$ cat config.mk
export PLATFORM = sky130hd
export DESIGN_NAME = aes_round_ctrl
export DESIGN_NICKNAME = d
export VERILOG_FILES = /design/src/rtl/aes_round_ctrl.sv
export SDC_FILE = /design/constraint.sdc
export NUM_CORES = 1
export LEC_CHECK = 0
export ABC_CLOCK_PERIOD_IN_PS = 4380
export CAP_MARGIN = 5
export CORE_AREA = 2 2 53 42
export DETAILED_ROUTE_END_ITERATION = 8
export DIE_AREA = 0 0 55 44
export GPL_ROUTABILITY_DRIVEN = 0
export PLACE_DENSITY = 0.8
export SYNTH_ARGS = -nofsm -noshare
export SYNTH_HDL_FRONTEND = slang
export SYNTH_SLANG_ARGS = --single-unit
$ cat constraint.sdc
create_clock -name clk_i -period 4.38 [get_ports clk_i]
set_input_delay 0.438 -clock clk_i [delete_from_list [all_inputs] [get_ports clk_i]]
set_output_delay 0.438 -clock clk_i [all_outputs]
set_load 0.03 [all_outputs]
$ cat src/rtl/aes_round_ctrl.sv
// aes_round_ctrl: sequencing FSM for the iterative AES round datapath.
//
// Accepts one block per in_valid_i/in_ready_o handshake, resolves the key
// length, optionally runs a full forward key expansion (decryption), then
// steps the state register through the initial AddRoundKey, Nr-1 full rounds
// and the final round. The result is held with out_valid_o until the consumer
// takes it with out_ready_i.
//
// Ports:
//   clk_i, rst_i          clock, asynchronous active-high reset
//   clear_i               synchronous abort back to IDLE
//   in_valid_i/in_ready_o input handshake; mode_i, key_len_i sampled at accept
//   key_len_o             latched, resolved key length (one-hot)
//   key_load_o            load key register (accept cycle)
//   key_step_o/key_dir_o  advance key schedule, 0 forward / 1 reverse
//   state_we_o            write state register
//   state_sel_o           0 hold, 1 input^key, 2 full round, 3 final round
//   round_o               current round index
//   out_valid_o/out_ready_i output handshake
//   busy_o                FSM not IDLE
module aes_round_ctrl #(
    parameter bit AES192Enable = 1'b1
) (
    input  logic       clk_i,
    input  logic       rst_i,
    input  logic       clear_i,
    input  logic       in_valid_i,
    output logic       in_ready_o,
    input  logic       mode_i,
    input  logic [2:0] key_len_i,
    output logic [2:0] key_len_o,
    output logic       key_load_o,
    output logic       key_step_o,
    output logic       key_dir_o,
    output logic       state_we_o,
    output logic [1:0] state_sel_o,
    output logic [3:0] round_o,
    output logic       out_valid_o,
    input  logic       out_ready_i,
    output logic       busy_o
);

    typedef enum logic [2:0] {
        StIdle   = 3'd0,
        StKeygen = 3'd1,
        StInit   = 3'd2,
        StRound  = 3'd3,
        StFinal  = 3'd4,
        StOut    = 3'd5
    } state_e;

    state_e     state_q;
    logic [3:0] round_q;
    logic       mode_q;
    logic [2:0] key_len_q;

    logic [2:0] key_len_res;
    logic [3:0] nr;
    logic       accept;

    // Anything that is not a legal one-hot (or 192 when disabled) means 128.
    always_comb begin
        key_len_res = 3'b001;
        case (key_len_i)
            3'b010:  key_len_res = AES192Enable ? 3'b010 : 3'b001;
            3'b100:  key_len_res = 3'b100;
            default: key_len_res = 3'b001;
        endcase
    end

    // key_len_q is always one of the three legal one-hot values.
    always_comb begin
        case (key_len_q)
            3'b100:  nr = 4'd14;
            3'b010:  nr = 4'd12;
            default: nr = 4'd10;
        endcase
    end

    // rst_i gates in_ready_o so nothing is offered while reset is held.
    assign in_ready_o = (state_q == StIdle) & ~clear_i & ~rst_i;
    assign accept     = in_ready_o & in_valid_i;

    always_ff @(posedge clk_i or posedge rst_i) begin
        if (rst_i) begin
            state_q   <= StIdle;
            round_q   <= 4'd0;
            mode_q    <= 1'b0;
            key_len_q <= 3'b001;
        end else if (clear_i) begin
            state_q <= StIdle;
            round_q <= 4'd0;
        end else begin
            case (state_q)
                StIdle: begin
                    if (accept) begin
                        mode_q    <= mode_i;
                        key_len_q <= key_len_res;
                        if (mode_i) begin
                            state_q <= StKeygen;
                            round_q <= 4'd1;
                        end else begin
                            state_q <= StInit;
                            round_q <= 4'd0;
                        end
                    end
                end
                StKeygen: begin
                    if (round_q >= nr) begin
                        state_q <= StInit;
                        round_q <= 4'd0;
                    end else begin
                        round_q <= round_q + 4'd1;
                    end
                end
                StInit: begin
                    state_q <= StRound;
                    round_q <= 4'd1;
                end
                StRound: begin
                    if (round_q >= nr - 4'd1) begin
                        state_q <= StFinal;
                        round_q <= nr;
                    end else begin
                        round_q <= round_q + 4'd1;
                    end
                end
                StFinal: begin
                    state_q <= StOut;
                    round_q <= 4'd0;
                end
                StOut: begin
                    if (out_ready_i) begin
                        state_q <= StIdle;
                    end
                end
                default: begin
                    state_q <= StIdle;
                    round_q <= 4'd0;
                end
            endcase
        end
    end

    // Datapath strobes decode from the registered state; clear_i squashes
    // them in the same cycle so an aborted operation never writes.
    always_comb begin
        key_step_o  = 1'b0;
        key_dir_o   = 1'b0;
        state_we_o  = 1'b0;
        state_sel_o = 2'd0;
        out_valid_o = 1'b0;
        if (!clear_i) begin
            case (state_q)
                StKeygen: begin
                    key_step_o = 1'b1;
                end
                StInit: begin
                    state_we_o  = 1'b1;
                    state_sel_o = 2'd1;
                end
                StRound: begin
                    state_we_o  = 1'b1;
                    state_sel_o = 2'd2;
                    key_step_o  = 1'b1;
                    key_dir_o   = mode_q;
                end
                StFinal: begin
                    state_we_o  = 1'b1;
                    state_sel_o = 2'd3;
                    key_step_o  = 1'b1;
                    key_dir_o   = mode_q;
                end
                StOut: begin
                    out_valid_o = 1'b1;
                end
                default: begin
                    out_valid_o = 1'b0;
                end
            endcase
        end
    end

    assign key_load_o = accept;
    assign round_o    = round_q;
    assign key_len_o  = key_len_q;
    assign busy_o     = (state_q != StIdle);

endmodule
Word-level counts from Yosys, hierarchy flattened --
Cells that the tools add are included.
Storage, ports and cells: memories kept 0, memory bits (read-only) 0, output and inout bits 16, memory bits (writable) 0, bits in registers 11, word-level logic and storage cells 60, bits of input ports 9, bits in latches 0
Operators by class: reductions and logical operators 8, multipliers 0, equality and inequality tests 14, mux-type cells 25, order comparisons 2, add/subtract/negate cells 2, shift operators 0, bitwise gates (word level) 5, divide/modulo/power cells 0
Operators with widths (number):
- $pmux W4 S5 | 1
- $pmux W3 S6 | 1
- $mux W4 | 4
- $mux W3 | 5
- $eq A3 B2 Y1 const B | 4
- $eq A3 B3 Y1 const B | 4
- $ne A3 B3 Y1 const B | 4
- $pmux W3 S2 | 2
- $mux W1 | 9
- $ge A4 B4 Y1 | 2
- $pmux W2 S3 | 1
- $reduce_or A3 Y1 | 2
- $add A4 B1 Y4 const B | 1
- $mux W2 | 2
- $reduce_and A4 Y1 | 1
- $sub A4 B1 Y4 const B | 1
- $and A1 B1 Y1 | 3
- $eq A3 B1 Y1 const B | 1
- $logic_not A3 Y1 | 1
- $reduce_and A3 Y1 | 1
- $reduce_bool A3 Y1 | 1
- $ne A2 B2 Y1 const B | 1
- $not A1 Y1 | 2
- $reduce_and A2 Y1 | 1
- $reduce_or A2 Y1 | 1

Longest topological paths before layout --
word-level depth 7, gate-level depth with buffers 10

Least setup slack after synthesis --
No wires, ideal clock.
kind flip-flop to flip-flop, start point register key_len_q[0] (netlist: key_len_o[0]), end point register round_q[2] (netlist: round_o[2]), arrival 2.178 ns, slack 2.138 ns, period minus slack after synthesis 2.242 ns, setup time 0.064 ns, stages on the path, launching flop included 11, path through dfstp_2 > inv_1 > nand3_1 > inv_1 > ha_1 > ha_1 > a21oi_1 > nand4_2 > a2111oi_2 > a31oi_1 > nand2_2
Between the ends: longest elaborated chain between the ends 7
RTL lines:
- start, declared | RTL line 55 | logic [2:0] key_len_q;
- start signal, assigned | RTL line 98 | key_len_q <= key_len_res;
- $eq A3 B2 Y1 / $eq A3 B3 Y1 (equally long branches) | RTL line 73 | case (key_len_q)
- $pmux W3 S2 * | RTL line 73
- $sub A4 B1 Y4 | RTL line 121 | if (round_q >= nr - 4'd1) begin
- $ge A4 B4 Y1 | RTL line 121
- $mux W4 | RTL line 121
- $pmux W4 S5 * | RTL line 94 | case (state_q)
- $mux W4 * | RTL line 90 | end else if (clear_i) begin
- end signal, assigned | RTL line 113 | round_q <= round_q + 4'd1;
- end signal, assigned | RTL line 123 | round_q <= nr;
- end signal, assigned | RTL line 125 | round_q <= round_q + 4'd1;
- end, declared | RTL line 53 | logic [3:0] round_q;
Mark *: on every way between the ends. The rest lies on a longest branch, timed or not. A chain may end at the register's enable or synchronous reset.

Worst setup path after layout --
start point input clear_i, end point output key_load_o
Between the ends: longest elaborated chain between the ends 4
RTL lines:
- start, declared | RTL line 26 | input logic clear_i,
- $not A1 Y1 (no source line)
- $and A1 B1 Y1 (2 in a row) | RTL line 81 | assign in_ready_o = (state_q == StIdle) & ~clear_i & ~rst_i;
- $and A1 B1 Y1 | RTL line 82 | assign accept = in_ready_o & in_valid_i;
- end, declared | RTL line 32 | output logic key_load_o,
No other way between the ends.

==> results.rst <==
.. list-table::
   :header-rows: 1

   * - Metric
     - Value
   * - Fin worst setup slack
     - 1540 ps
   * - Area of the die
     - 2420 sq um
   * - Die width
     - 55 um
   * - Ratio of cells with drive above 1 in the final layout
     - 13.7%
   * - Post-placement worst setup slack
     - 1560 ps
   * - Routed length on met1
     - 943 um
   * - PnR Total Power
     - 0.399 mW
   * - Buffers inserted by post-CTS timing repair
     - 0
   * - Bufs on Longest Clock Path
     - 2
   * - Count of filler cells inserted in the layout
     - 183
   * - Sequential cell area fraction in the yosys report
     - 29.9%
   * - Final global-route overflow total
     - 0
   * - Post-Synth Simple-Gate Area
     - 22.8%
   * - Adder and majority gate portion of the synthesized area
     - 9.46%
   * - IR Drop Worst-Case VDD
     - 0.231 mV
   * - Detailed-route wire length per cell
     - 13.1 um
   * - Startpoint class of the critical path
     - input pin
   * - H-tree levels
     - 1
   * - Timing startpoint of the critical path
     - clear_i
   * - Maximum number of pins on one net before global-route repair
     - 17
   * - Number of library cell types mapped by synthesis
     - 39
   * - TritonCTS clock tree
     - built
   * - Total GRT Usage
     - 19.5%
   * - Area added between synthesis and finish
     - 28.1%
   * - Post-route setup TNS
     - 0 ps
   * - Vias
     - 887
   * - Number of enable-type register cells in the synthesized netlist
     - 0
   * - Most used flip-flop cell after synthesis
     - dfrtp_1
   * - Drt first pass iters
     - 9
   * - Total of hold buffers inserted after clock tree synthesis
     - 0
   * - Initial Util
     - 48.1%
   * - Syn Inst Count
     - 108
   * - CP Cell Sequence
     - clkdlybuf4s50_1 > nor4b_2 > nand2_1 > inv_2 > clkdlybuf4s50_1
   * - Antenna-violating nets left
     - 0
   * - Number of top-level design ports
     - 25
   * - Clock Skews
     - 8.86 ps
   * - Startpoint of the lowest-slack register-to-register path
     - key_len_o[0]$_DFFE_PP1P_
   * - Post-synthesis async set-or-reset flop share
     - 100%
   * - Total leakage power
     - 0.488 nW
   * - # Max-Cap Violations
     - 0
   * - CP peak stage delay
     - 670 ps
   * - Clock edge transition at the registers on the reported setup and hold paths
     - 70 ps
   * - Outcome
     - completed
   * - Standard-cell rows
     - 14
   * - Largest family of logic cells by synthesized area
     - compound AO/OA/AOI/OAI gates
   * - Mapped cell area
     - 926 sq um
   * - Number of buffers created by CTS
     - 3
   * - Hold/Removal Path Class
     - reg -> reg
   * - ANT cells
     - 0
   * - Highest Signal Layer
     - met3
   * - Depth of the most critical reg-to-reg path
     - 10
   * - Flop and latch count out of synthesis
     - 11
   * - Clk Latency, worst-skew pair
     - 270 ps
   * - Vert. Die Dim
     - 44 um
   * - Post-CTS Resized
     - 0
   * - Clock Sinks
     - 11
   * - Worst EP required
     - 3940 ps
   * - Number of design-rule violations left by the first detailed-router iteration
     - 25
   * - Number of global-route vias before repair
     - 804
   * - Area of the multi-input gates
     - 579 sq um
   * - Fraction of the cycle the final worst path needs
     - 64.8%
   * - Max Freq
     - 352 MHz
   * - Post-DP HPWL
     - 1550 um
   * - Proportion of synthesized area in mux cells
     - 0%
   * - Cell with the largest stage delay on the worst path
     - clkdlybuf4s50_1
   * - Slew HR
     - 64.5%
   * - Buffer cell driving the clock tree root
     - clkbuf_4
   * - Max-slew violations
     - 0
   * - Number of remaining DRC errors
     - 0
   * - Hold_sp
     - mode_q$_DFFE_PP0P_
   * - Area occupied by registers
     - 277 sq um
   * - Yosys warns
     - 0
   * - Post-Synthesis Net Count
     - 124
   * - Per-cell via count in the routed design
     - 5.72
   * - Final period demand of the worst path
     - 2840 ps
   * - Final layout net count
     - 148
   * - Hold violation count in the final report
     - 0
   * - Critical path start-end classification
     - in -> out
   * - Endpoint class of the critical path
     - output pin
   * - RSZ-0062 raised after global routing
     - false
   * - Total power density per cell area
     - 336 nW/um^2
   * - Setup-violating endpoint count in the final report
     - 0
   * - Number of antenna violations at the first check in global routing
     - 0
   * - Most Frequent Cell on Critical Path
     - clkdlybuf4s50_1
   * - Maximum fanout encountered on the critical timing path
     - 11
   * - Complex-gate fraction of the synthesized area
     - 26.5%
   * - WP data arrival
     - 2400 ps
   * - DR WL met3
     - 130 um
   * - First-pass GRT wire length
     - 3510 um
   * - Length of routed met2 wiring
     - 963 um
   * - Worst Tran Pin Value
     - 533 ps
   * - Hold path cells
     - 2
   * - Standard cell core area
     - 1930 sq um
   * - Total of buffers placed on input and output ports
     - 24
   * - Syn_area_per_cell
     - 8.57 sq um
   * - Total length of routed wires
     - 2040 um
   * - Area share of xor/xnor cells in the synthesized design
     - 3.78%
-- power breakdown --
part | switching [mW] | internal [mW] | total [mW]
Sequential | 0.0267 | 0.119 | 0.146
Clock | 0.0365 | 0.0353 | 0.0718
Combinational | 0.102 | 0.0791 | 0.181
Total | 0.165 | 0.234 | 0.399
-- Yosys cell counts, types with 2 or more instances --
| cell | number | share of area (%) |
|---|---|---|
| a21o_1 | 3 | 2.4 |
| a21oi_1 | 11 | 5.9 |
| buf_2 | 2 | 1.1 |
| buf_6 | 2 | 2.4 |
| dfrtp_1 | 10 | 27 |
| ha_1 | 7 | 9.5 |
| inv_1 | 8 | 3.2 |
| nand2_1 | 15 | 6.1 |
| nand2_2 | 2 | 1.4 |
| nand2b_1 | 2 | 1.4 |
| nand3_1 | 4 | 2.2 |
| nor2_1 | 5 | 2.0 |
| nor3_1 | 4 | 2.2 |
| o21a_1 | 2 | 1.6 |
| o21ai_0 | 5 | 2.7 |
| xnor2_1 | 2 | 1.9 |
| xor2_1 | 2 | 1.9 |
-- logic make-up (layout without fill, tap and decap cells) --
group | after synthesis | in the layout
and+or+nand+nor | 40 | 40
AOI/OAI and AO/OA | 32 | 32
DFF | 11 | 11
buffers and inverters | 14 | 37
adders and majority gates | 7 | 7
xor gates and xnor gates | 4 | 4
-- through the flow --
step	cell area, sq um	utilization (%)	hold WS, ps	instances
after floorplan	926	-	290	108
final	1190	61.6	469	155
after global placement	1160	60.2	462	151
after CTS	1190	61.6	480	155
after detailed placement	1160	60.2	462	151
after global routing	1190	61.6	518	155
-- state kept, by name (all words and copies together) (netlist names) --
register   flops
mode_q         1
state_q        3
key_len_o      3
round_o        4
-- worst max-delay path, delay by kind of cell --
kind                   cells  cell delay (ps)
buffers and inverters      3             1400
and+or+nand+nor            2              550
-- cells in the final DEF (no fill, tap or decap), types with 2 or more instances in the layout --
master	synthesis	final
a21o_1	3	3
a21oi_1	11	11
clkbuf_4	0	3
clkdlybuf4s50_1	0	24
dfrtp_1	10	10
ha_1	7	7
inv_1	8	8
nand2_1	15	15
nand2_2	2	2
nand2b_1	2	2
nand3_1	4	4
nor2_1	5	5
nor3_1	4	4
o21a_1	2	2
o21ai_0	5	5
xnor2_1	2	2
xor2_1	2	2
-- worst paths after layout --
kind                            slack, ps                        to
worst max-delay path                 1540                key_load_o
worst min-delay path                  470        mode_q$_DFFE_PP0P_
worst max register to register       2060    round_o[2]$_DFFE_PP0P_
worst min register to register        470        mode_q$_DFFE_PP0P_
max in group asynchronous            3490  key_len_o[0]$_DFFE_PP1P_
min in group asynchronous             540  key_len_o[1]$_DFFE_PP0P_
-- routing by layer --
layer / GRT usage (%) / vias to the layer above
met5: 0 / -
li1: - / 435
met2: 31.9 / 36
met4: 1.46 / 0
met3: 5.17 / 0
met1: 27.1 / 416
-- layout make-up --
cell class | count | share of cell area, %
multi-input combinational | 83 | 48.8
sequential | 11 | 23.3
timing repair buffer | 24 | 20.3
inverter | 9 | 2.85
tap | 24 | 2.53
clock buffer | 4 | 2.22
Power figures use the tool's default switching activity.
